==> src/rtl/seq_det_pkg.sv <==
// seq_det_pkg
//   Shared definitions for the serial pattern detector: control-state
//   encoding, state width and the legal parameter ranges checked at
//   elaboration time by the top level.
package seq_det_pkg;

  localparam int STATE_W = 2;

  // Control-state encoding. 2'b11 is never entered deliberately; the FSM
  // recovers from it to IDLE on the next edge.
  localparam logic [STATE_W-1:0] IDLE = 2'b00;
  localparam logic [STATE_W-1:0] FILL = 2'b01;  // fewer than W valid bits
  localparam logic [STATE_W-1:0] RUN  = 2'b10;  // history full

  // Legal parameter ranges.
  localparam int W_MIN     = 2;
  localparam int W_MAX     = 16;
  localparam int CNT_W_MIN = 2;
  localparam int CNT_W_MAX = 16;

endpackage

==> src/rtl/sat_counter.sv <==
// sat_counter
//   Saturating up-counter with a sticky saturation flag.
//   Ports:
//     clock   - rising-edge clock
//     reset_n - asynchronous active-low reset
//     inc     - add one (ignored once count is all-ones)
//     clr     - zero count and sat; wins over inc
//     count   - current count
//     sat     - set on the edge where count becomes all-ones, held until clr
module sat_counter #(
  parameter int CNT_W = 8
) (
  input  logic             clock,
  input  logic             reset_n,
  input  logic             inc,
  input  logic             clr,
  output logic [CNT_W-1:0] count,
  output logic             sat
);

  localparam logic [CNT_W-1:0] CNT_MAX = '1;

  // NOTE: sequential state is written only with non-blocking assignments so
  // every register samples the pre-edge values, independent of block order.
  always_ff @(posedge clock or negedge reset_n) begin
    if (!reset_n) begin
      count <= '0;
      sat   <= 1'b0;
    end else if (clr) begin
      count <= '0;
      sat   <= 1'b0;
    end else if (inc && (count != CNT_MAX)) begin
      count <= count + 1'b1;
      if (count == CNT_MAX - 1'b1) sat <= 1'b1;
    end
  end

endmodule

==> src/rtl/seq_detector.sv <==
// seq_detector
//   Serial pattern detector and controller. Shifts enabled samples of x into
//   a W-bit history and pulses match when the last W samples equal the
//   loaded pattern (MSB = oldest bit). Overlapping or non-overlapping
//   detection is selected per cycle; matches feed a saturating counter.
//   Ports:
//     clock, reset_n - rising-edge clock, asynchronous active-low reset
//     load, pattern  - capture pattern and restart detection
//     overlap        - 1: matches may share bits; 0: W fresh bits per match
//     en, x          - sample enable and serial data bit
//     clear          - zero count and sat
//     match          - registered one-cycle match pulse
//     count, sat     - saturating match count and sticky saturation flag
//     state          - control state (IDLE / FILL / RUN)
module seq_detector
  import seq_det_pkg::*;
#(
  parameter int W     = 4,
  parameter int CNT_W = 8
) (
  input  logic               clock,
  input  logic               reset_n,
  input  logic               load,
  input  logic [W-1:0]       pattern,
  input  logic               overlap,
  input  logic               en,
  input  logic               x,
  input  logic               clear,
  output logic               match,
  output logic [CNT_W-1:0]   count,
  output logic               sat,
  output logic [STATE_W-1:0] state
);

  if ((W < W_MIN) || (W > W_MAX)) begin : g_bad_w
    $error("seq_detector: W out of range");
  end
  if ((CNT_W < CNT_W_MIN) || (CNT_W > CNT_W_MAX)) begin : g_bad_cnt_w
    $error("seq_detector: CNT_W out of range");
  end

  localparam int               FILL_W    = $clog2(W + 1);
  localparam logic [FILL_W-1:0] FILL_FULL = FILL_W'(W);

  logic [W-1:0]      pat_reg;
  logic [W-1:0]      hist;
  logic [W-1:0]      hist_next;
  logic [FILL_W-1:0] fill;
  logic [FILL_W-1:0] fill_next;
  logic              sample;
  logic              hit;

  // NOTE: every signal driven here gets a value on every path, so no latch
  // can be inferred.
  always_comb begin
    // load pre-empts sampling; IDLE and the illegal encoding never sample.
    sample    = ((state == FILL) || (state == RUN)) && en && !load;
    hist_next = {hist[W-2:0], x};
    fill_next = (fill == FILL_FULL) ? FILL_FULL : fill + 1'b1;
    hit       = sample && (fill_next == FILL_FULL) && (hist_next == pat_reg);
  end

  always_ff @(posedge clock or negedge reset_n) begin
    if (!reset_n) begin
      state   <= IDLE;
      match   <= 1'b0;
      pat_reg <= '0;
      hist    <= '0;
      fill    <= '0;
    end else begin
      match <= hit;
      case (state)
        IDLE: begin
          if (load) begin
            pat_reg <= pattern;
            hist    <= '0;
            fill    <= '0;
            state   <= FILL;
          end
        end
        FILL, RUN: begin
          if (load) begin
            pat_reg <= pattern;
            hist    <= '0;
            fill    <= '0;
            state   <= FILL;
          end else if (en) begin
            hist <= hist_next;
            if (hit && !overlap) begin
              // Non-overlapping: discard the matched bits so the next match
              // needs W fresh samples.
              fill  <= '0;
              state <= FILL;
            end else begin
              fill  <= fill_next;
              state <= (fill_next == FILL_FULL) ? RUN : FILL;
            end
          end
        end
        default: begin
          state <= IDLE;
          hist  <= '0;
          fill  <= '0;
        end
      endcase
    end
  end

  sat_counter #(
    .CNT_W(CNT_W)
  ) u_sat_counter (
    .clock  (clock),
    .reset_n(reset_n),
    .inc    (hit),
    .clr    (clear),
    .count  (count),
    .sat    (sat)
  );

endmodule
==> config.mk <==
export PLATFORM = sky130hd
export DESIGN_NAME = seq_detector
export DESIGN_NICKNAME = d
export VERILOG_FILES = /design/src/rtl/seq_det_pkg.sv /design/src/rtl/sat_counter.sv /design/src/rtl/seq_detector.sv
export SDC_FILE = /design/constraint.sdc
export NUM_CORES = 1
export LEC_CHECK = 0
export BUFFER_PORTS_ARGS = -buffer_cell sky130_fd_sc_hd__clkbuf_2
export CAP_MARGIN = 30
export CORE_AREA = 2 2 53 55
export CTS_CLUSTER_SIZE = 24
export DETAILED_ROUTE_END_ITERATION = 12
export DIE_AREA = 0 0 55 57
export GPL_ROUTABILITY_DRIVEN = 0
export HOLD_SLACK_MARGIN = 0.06
export PLACE_DENSITY = 0.7
export SYNTH_ARGS = -nofsm -noshare
export SYNTH_HDL_FRONTEND = slang
export SYNTH_SLANG_ARGS = --single-unit
export TNS_END_PERCENT = 10
==> constraint.sdc <==
create_clock -name clock -period 2.6 [get_ports clock]
set_input_delay 0.26 -clock clock [delete_from_list [all_inputs] [get_ports clock]]
set_output_delay 0.26 -clock clock [all_outputs]
set_load 0.05 [all_outputs]
[After elaboration in Yosys (flattened, before gate mapping)]
Cells that the tools add are included.
Widths: inputs -> output; s select.
Storage, ports and cells
  flip-flop bits (word level): 22
  bits of input ports: 11
  logic and storage cells: 56
  output and inout port bits: 12
Cells by class
  add/subtract/negate cells: 2
  eq/ne operators: 9
  reductions and logical operators: 17
  multiplexer cells: 21
Operator list (count)
  $mux 3: 8
  $mux 8: 2
  $pmux 3 s2: 2
  $mux 2: 5
  $add 8x1->8 const B: 1
  $eq 8x8->1 const B: 1
  $ne 8x8->1 const B: 1
  $eq 3x3->1 const B: 2
  $logic_and 1x1->1: 6
  $reduce_and 2->1: 3
  $eq 4x4->1: 1
  $pmux 2 s2: 1
  $reduce_bool 2->1: 2
  $add 3x1->3 const B: 1
  $mux 1: 3
  $ne 3x3->1 const B: 1
  $reduce_or 3->1: 1
  $eq 2x1->1 const B: 1
  $eq 2x2->1 const B: 1
  $logic_not 1->1: 2
  $logic_not 2->1: 1
  $ne 2x2->1 const B: 1
  $reduce_or 2->1: 1
  $logic_or 1x1->1: 1

[Depth between registers and ports, before layout]
Gate-level depths: netlist (run 1).
  depth after elaboration: 11
  gate-level depth with buffers: 8
  gate-level depth less buffers: 7

[Hierarchy]
From an unflattened synthesis (run 1), not the netlist that was laid out.
Second synthesis, totals
  cells, all modules: 115
  area, all modules: 1167.4 sq um
Modules (own cells, without submodules)
  seq_detector: cells an instance 63, instances 1, area each 683.2 sq um, seq. area each 325.3 sq um
  sat_counter: cells an instance 52, instances 1, area each 484.2 sq um, seq. area each 225.2 sq um

[Worst setup path before layout (run 1)]
OpenSTA, ideal clock, no wires.
  kind: flip-flop to flip-flop
  start point: register state[0]
  end point: register u_sat_counter.count[4]
  arrival: 2.053 ns
  path buffers: 1
  path slack: 0.422 ns
  data required time: 2.475 ns
  period minus slack after synthesis: 2.178 ns
  library setup time: 0.125 ns
  stages on the path, launching flop included: 8
  cell sequence: dfrtp_1 > inv_1 > ha_1 > and3b_1 > and3_2 > buf_2 > and3_1 > mux2_2
Between the ends
  word-level cells in the longest chain between the ends: 8
  elaborated cells on any way between the ends: 9
  those cells by class: 2 x eq/ne; 7 x reduce/logical
Ends and longest elaborated chain
  start: declaration: line seq_detector.sv:32  | output logic [STATE_W-1:0] state
  start signal: assignment: line seq_detector.sv:96  | state <= (fill_next == FILL_FULL) ? RUN : FILL;
  $eq 2x1->1 or $eq 2x2->1 (tied branches): line seq_detector.sv:57  | sample = ((state == FILL) || (state == RUN)) && en && !load;
  $logic_or 1x1->1 (*): line seq_detector.sv:57
  $logic_and 1x1->1 (*) (2 in a row): line seq_detector.sv:57
  $logic_and 1x1->1 (*) (2 in a row): line seq_detector.sv:60  | hit = sample && (fill_next == FILL_FULL) && (hist_next == pat_reg);
  named net hit: line seq_detector.sv:51  | logic hit;
  $logic_and 1x1->1 (*): line sat_counter.sv:32  | end else if (inc && (count != CNT_MAX)) begin
  $reduce_bool 2->1 (no source line) (*)
  end signal: assignment: line sat_counter.sv:33  | count <= count + 1'b1;
  end: declaration: line sat_counter.sv:17  | output logic [CNT_W-1:0] count,
Mark *: on every way through the listed nets, which the timed path passes. The rest lies on a longest branch.
A chain may end at the register's enable or synchronous reset.

[Worst setup path after layout (run 1)]
  start point: register fill[0]
  end point: register u_sat_counter.count[7]
Between the ends
  word-level cells in the longest chain between the ends: 7
  elaborated cells on any way between the ends: 8
  those cells by class: 1 x add/sub; 2 x eq/ne; 1 x mux; 4 x reduce/logical
Ends and longest elaborated chain
  start: declaration: line seq_detector.sv:48  | logic [FILL_W-1:0] fill;
  start signal: assignment: line seq_detector.sv:95  | fill <= fill_next;
  $add 3x1->3 or $eq 3x3->1 (tied branches): line seq_detector.sv:59  | fill_next = (fill == FILL_FULL) ? FILL_FULL : fill + 1'b1;
  $mux 3 (*): line seq_detector.sv:59
  $eq 3x3->1 (*): line seq_detector.sv:60
  $logic_and 1x1->1 (*) (2 in a row): line seq_detector.sv:60
  $logic_and 1x1->1 (*): line sat_counter.sv:32
  $reduce_bool 2->1 (no source line) (*)
Every way passes the cells marked *; elsewhere a longest branch is shown, timed or not.

==> impl_metrics.yaml, run 1 <==
outcome:
  outcome: "finished clean"
pwr:
  power.leakage_nw: 0.666
  clkPwrFrac: 0.317
  p_sw_frac: 0.305
  peakVddDrop_mv: 0.333
  net-switching-power_mw: 0.261
  seqPwrFrac: 0.445
  power_frac_comb: 0.237
  internal_power_mw: 0.595
  power_density_nw_per_um2: 592
logic_synthesis:
  synth-main-ff-cell: "dfrtp_1"
  ys_ff_latch: 22
  synth_warnings: 0
  synth.avg_cell_area_um2: 10.6
  syn_inst: 118
  synth_cell_type_count: 45
  async_reset_ff_frac: 1.00
  synth_top_area_cell: "dfrtp_1"
  synth_edf_count: 0
  seq_area_frac_synth: 0.441
  synth_top_area_frac: 0.441
  syn_nets: 135
  netlist_area_um2: 1250
  netlist_top_cells_area: "dfrtp_1 (44%), ha_1 (6.0%), mux2_2 (4.5%)"
clock_network:
  numCtsBuffers: 3
  cts_resized: 0
  cts_tree: "done"
  clkTransAtPathRegs_ns: 0.14
  cts_root_buf: "clkbuf_4"
  h-tree-depth: 1
  numClockSinks: 22
  cts_setup_buffers: 0
  clock_latency_ns: 0.32
  cts_buffer_depth: 2
critical_path:
  end_kind: "flip-flop"
  startpoint_type: "flip-flop"
  cp.arrival_ns: 2.39
  required_ns: 2.85
  cp_max_fo: 10
  setup.worst_path.class: "reg -> reg"
flow_run:
  cap_violations: 0
grt:
  grt_max_degree: 23
  grt_pass1_wl_um: 4170
  antenna_found_initial: 0
  grt_pass1_vias: 944
  grtUsageTotal: 0.181
  grt.overflow.total: 0
sta:
  skew_ns: 0.0112
  finalHoldViolCount: 0
  max_slew.worst_pin.slew_ns: 0.542
  slew_viol_final: 0
  setup_slack_ns: 0.456
  min_period_over_period: 0.825
  period_minus_slack_ns: 2.14
  rsz0062_at_grt: "no"
  slew_headroom: 0.639
  setup_tns_ns: 0
  fmax_mhz: 466
  setup_viol: 0
finish:
  insertedDiodeCount: 0
  final_nets: 161
  layout-drive-gt1-share: 0.315
  largest_register_ffs: 8
  area_growth_pct: 15.9
floorplan:
  start_util: 0.477
  pin_count: 23
  die_w_um: 55
  fp.dieH_um: 57
  coreArea_um2: 2620
  die_area_um2: 3140
  rows: 19
routing:
  ant_nets: 0
  wl_per_cell_um: 13.8
  drtIter0Drc: 18
  wl_um: 2390
  via_per_inst: 5.53
  first_pass_iters: 4
  vias: 963
  drc_errors: 0
placement:
  io_buffers: 22
  dp_hpwl_um: 1820
  pre_cts_ws_ns: 0.500
min_path:
  min_path_type: "in -> reg"
cell usage after synthesis (all sizes together) (3+ instances only):
master / n
nand4: 4
and3: 3
nor2b: 3
nor2: 3
mux2: 5
xor2: 4
nand3: 7
ha: 6
dfrtp: 22
a22o: 3
a21oi: 9
nand2: 7
inv: 10
o21ai: 3
layer usage:
layer / track usage / up-vias / wire length (µm)
met4: 0.0732 / 0 / 41
met5: 0 / - / 0
li1: - / 480 / -
met1: 0.276 / 464 / 1210
met3: 0.0262 / 6 / 71
met2: 0.255 / 13 / 1070
what timing repair did:
item	in CTS	in global routing
endpoints found under the setup margin	0	0
endpoints found under the hold margin	22	0
hold buffers	1	0
critical path, cell delays in order, from the launching register on:
cell and delay, ns:
dfrtp_1 0.43, inv_1 0.10, ha_1 0.16, and2b_2 0.25
a211oi_4 0.29, nand4_4 0.19, or4_1 0.50, a21oi_1 0.15
stage by stage:
step                cells   util  power, mW  area (µm²)  hold slack (ns)
finish                174  0.553      0.856        1450            0.160
global route          174  0.553      0.895        1450            0.158
CTS                   174  0.553      0.862        1450            0.159
detailed placement    169  0.529      0.592        1380            0.275
global placement      169  0.529      0.587        1380            0.272
floorplan             118      -      0.543        1250          -0.0356
cells in the final DEF (no fill, tap or decap), types with 2 or more instances in the layout:
cell | netlist | layout
and3_1 | 2 | 2
o21ba_2 | 2 | 2
clkbuf_2 | 0 | 22
ha_1 | 6 | 6
a21oi_1 | 9 | 9
nor2_1 | 3 | 3
mux2_2 | 5 | 5
nand4_1 | 3 | 3
xor2_1 | 4 | 4
inv_1 | 10 | 10
nor2b_1 | 3 | 3
dfrtp_1 | 22 | 22
a22o_1 | 2 | 2
clkbuf_4 | 0 | 3
o21ai_0 | 3 | 3
nand3_1 | 7 | 7
nand2_1 | 7 | 7
power by group through the flow:
| stage | logic [mW] | clock network [mW] | registers [mW] |
|---|---|---|---|
| after floorplan | 0.131 | 0 | 0.412 |
| after global placement | 0.200 | 0 | 0.388 |
| after detailed placement | 0.203 | 0 | 0.389 |
| after CTS | 0.206 | 0.275 | 0.382 |
| after global routing | 0.224 | 0.287 | 0.385 |
| final | 0.203 | 0.271 | 0.381 |
cell type report:
class	instances	area, µm²
clock buffer	3	22.5
clock inverter	1	30.0
fill	259	1170
inverter	10	37.5
multi-input combinational	84	647
sequential	22	551
tap	31	38.8
timing repair buffer	23	120
final timing paths:
path | startpoint | endpoint | slack (ns) | cells after the start
setup / recovery | fill[0] | u_sat_counter.count[7] | 0.46 | 7
hold / removal | pattern[2] | pat_reg[2] | 0.16 | 2
setup reg to reg | fill[0] | u_sat_counter.count[7] | 0.46 | 7
hold reg to reg | u_sat_counter.sat | u_sat_counter.sat | 0.53 | 2
max in group asynchronous | reset_n | u_sat_counter.count[0] | 1.80 | 2
min in group asynchronous | reset_n | state[0] | 0.43 | 2
cell families after synthesis:
group	count (synthesis)	synth area share
AOI/OAI and AO/OA	28	0.170
xor gates and xnor gates	5	0.0351
adders and majority gates	6	0.0602
buffers and inverters	12	0.0401
DFF	22	0.441
muxes	5	0.0451
and+or+nand+nor	40	0.209
No activity file was read; power rests on OpenSTA's default activity.
==> run 2: changes to the inputs <==
==> constraint.sdc (replaced) <==
create_clock -name clock -period 2.1 [get_ports clock]
set_input_delay 0.21 -clock clock [delete_from_list [all_inputs] [get_ports clock]]
set_output_delay 0.21 -clock clock [all_outputs]
set_load 0.05 [all_outputs]
==> run 2 against run 1 <==
The flow now finishes with violations (setup timing). Sequential share of layout area shrank 1.9 points. Count of clock-buffer cells in the layout did not move. Critical path depth stayed put. Global-route usage is 0.21 points lower. Clock power rose by 24%. Setup slack worse by 0.46 ns. Die area unchanged. Critical path type unchanged. Largest power group unchanged. Highest routed layer unchanged.
==> impl_metrics.yaml, run 2 (synthesis results as in run 1) <==
outcome:
  outcome: "finished, violations left"
  violations: "setup timing"
sta:
  setup_viol: 1
  slew_headroom: 0.636
  fin_hold_ws_ns: 0.112
  max_slew.worst_pin.slew_ns: 0.546
  slew_viol_final: 0
  finalHoldViolCount: 0
  fmax_mhz: 476
  rsz0062_at_grt: "yes"
  min_period_over_period: 1.00
  skew_ns: 0.000767
  setup_slack_ns: -0.00247
  period_minus_slack_ns: 2.10
finish:
  area_growth_pct: 22.7
  layout-drive-gt1-share: 0.396
  largest_register_ffs: 8
  multiInputGateArea_um2: 679
  layout_commonest_cell: "clkbuf_2"
  regArea_um2: 553
  mostFrequentLayoutCells: "clkbuf_2 (22), dfrtp_1 (20), inv_1 (9)"
  final.fill_count: 244
  final_nets: 167
  insertedDiodeCount: 0
clock_network:
  numCtsBuffers: 3
  clock_latency_ns: 0.32
  cts_buffer_depth: 2
  cts_root_buf: "clkbuf_4"
  clkTransAtPathRegs_ns: 0.13
  cts_tree: "done"
  numClockSinks: 22
  h-tree-depth: 1
critical_path:
  cp_max_fo: 7
  r2r_slack_ns: -0.002
  end_kind: "flip-flop"
  r2r_end: "u_sat_counter.count[7]"
  r2r_cells: 7
  r2r_start: "fill[0]"
  required_ns: 2.36
  startpoint_type: "flip-flop"
  setup.worst_path.class: "reg -> reg"
  cp.arrival_ns: 2.36
floorplan:
  rows: 19
  fp.dieH_um: 57
  pin_count: 23
  coreArea_um2: 2620
  die_w_um: 55
  die_area_um2: 3140
  start_util: 0.477
routing:
  wl_per_cell_um: 13.8
  vias: 1007
  ant_nets: 0
  wl_um: 2480
  first_pass_iters: 4
  drc_errors: 0
  drtIter0Drc: 11
  via_per_inst: 5.59
grt:
  grt_pass1_wl_um: 4080
  grt_pass1_vias: 937
  grt.overflow.total: 0
  grtUsageTotal: 0.178
  antenna_found_initial: 0
  grt_max_degree: 23
pwr:
  seqPwrFrac: 0.437
  internal_power_mw: 0.756
  clkPwrFrac: 0.307
  power_frac_comb: 0.256
  power_density_nw_per_um2: 712
  peakVddDrop_mv: 0.486
  net-switching-power_mw: 0.333
  p_sw_frac: 0.306
  power.total_mw: 1.09
  power.leakage_nw: 0.694
placement:
  dp_hpwl_um: 1770
  pre_cts_ws_ns: -0.00292
  io_buffers: 22
flow_run:
  cap_violations: 0
min_path:
  hp-start: "pattern[0]"
  min_path_type: "in -> reg"
  hold_end: "pat_reg[0]"
  hold_depth: 2
==> run 2: cell count changes in the layout (fill, tap and decap cells not counted), moves of 2 or more <==
cell	before	now
buf_4	0	5
dfrtp_2	0	2
dfrtp_1	22	20
ha_1	6	4
==> run 2: layout make-up <==
cell class,instances,share of cell area
multi-input cells,84,0.444
repair buffers,29,0.110
flip-flops and latches,22,0.361
clock inverters,1,0.0196
clock buffers,3,0.0147
inverters,10,0.0245
well taps,31,0.0253
==> run 2: worst max path at each step <==
| stage | from | endpoint | cells after the start | slack [ns] |
|---|---|---|---|---|
| final | fill[0] | u_sat_counter.count[7] | 7 | -0.002 |
| after CTS | fill[0] | u_sat_counter.count[7] | 7 | -0.002 |
| after global placement | fill[0] | u_sat_counter.count[4] | 7 | 0.07 |
| after detailed placement | fill[0] | u_sat_counter.count[7] | 7 | -0.003 |
| after floorplan | fill[0] | u_sat_counter.count[4] | 8 | 0.06 |
| after global routing | fill[0] | u_sat_counter.count[7] | 7 | -0.11 |
==> run 2: what timing repair did <==
action,in CTS,in global routing
endpoints found under the hold margin,22,0
setup endpoints to repair,2,6
hold buffers,1,0
gates resized for setup,2,7
setup buffers,2,4
pin swaps,3,7
==> run 2: metal layers <==
layer	vias up	GRT usage	routed length (µm)
met4	0	0.0732	49
met2	13	0.265	1190
met1	497	0.256	1170
met5	-	0	0
li1	492	-	-
met3	5	0.0314	72
==> run 2: power groups by stage <==
stage          clock network [mW]  logic, mW  registers, mW
2_1_floorplan                   0      0.162          0.512
3_3_place_gp                    0      0.248          0.481
3_5_place_dp                    0      0.253          0.483
4_1_cts                     0.334      0.264          0.475
5_1_grt                     0.360      0.310          0.481
6_report                    0.335      0.279          0.476
==> run 2: critical path: stages (launching register included) <==
cell	delay, ns
dfrtp_1	0.44
inv_2	0.10
ha_4	0.13
and2b_2	0.24
a211oi_4	0.30
nand4_4	0.16
or4_4	0.55
a21oi_2	0.13
==> run 2: per-stage QoR <==
step	setup TNS (ns)	util	cell area (µm²)	std cells
global route	-0.270	0.585	1530	180
finish	-0.00247	0.585	1530	180
global placement	0	0.530	1390	169
CTS	-0.00204	0.562	1470	176
floorplan	0	-	1250	118
detailed placement	-0.00292	0.530	1390	169
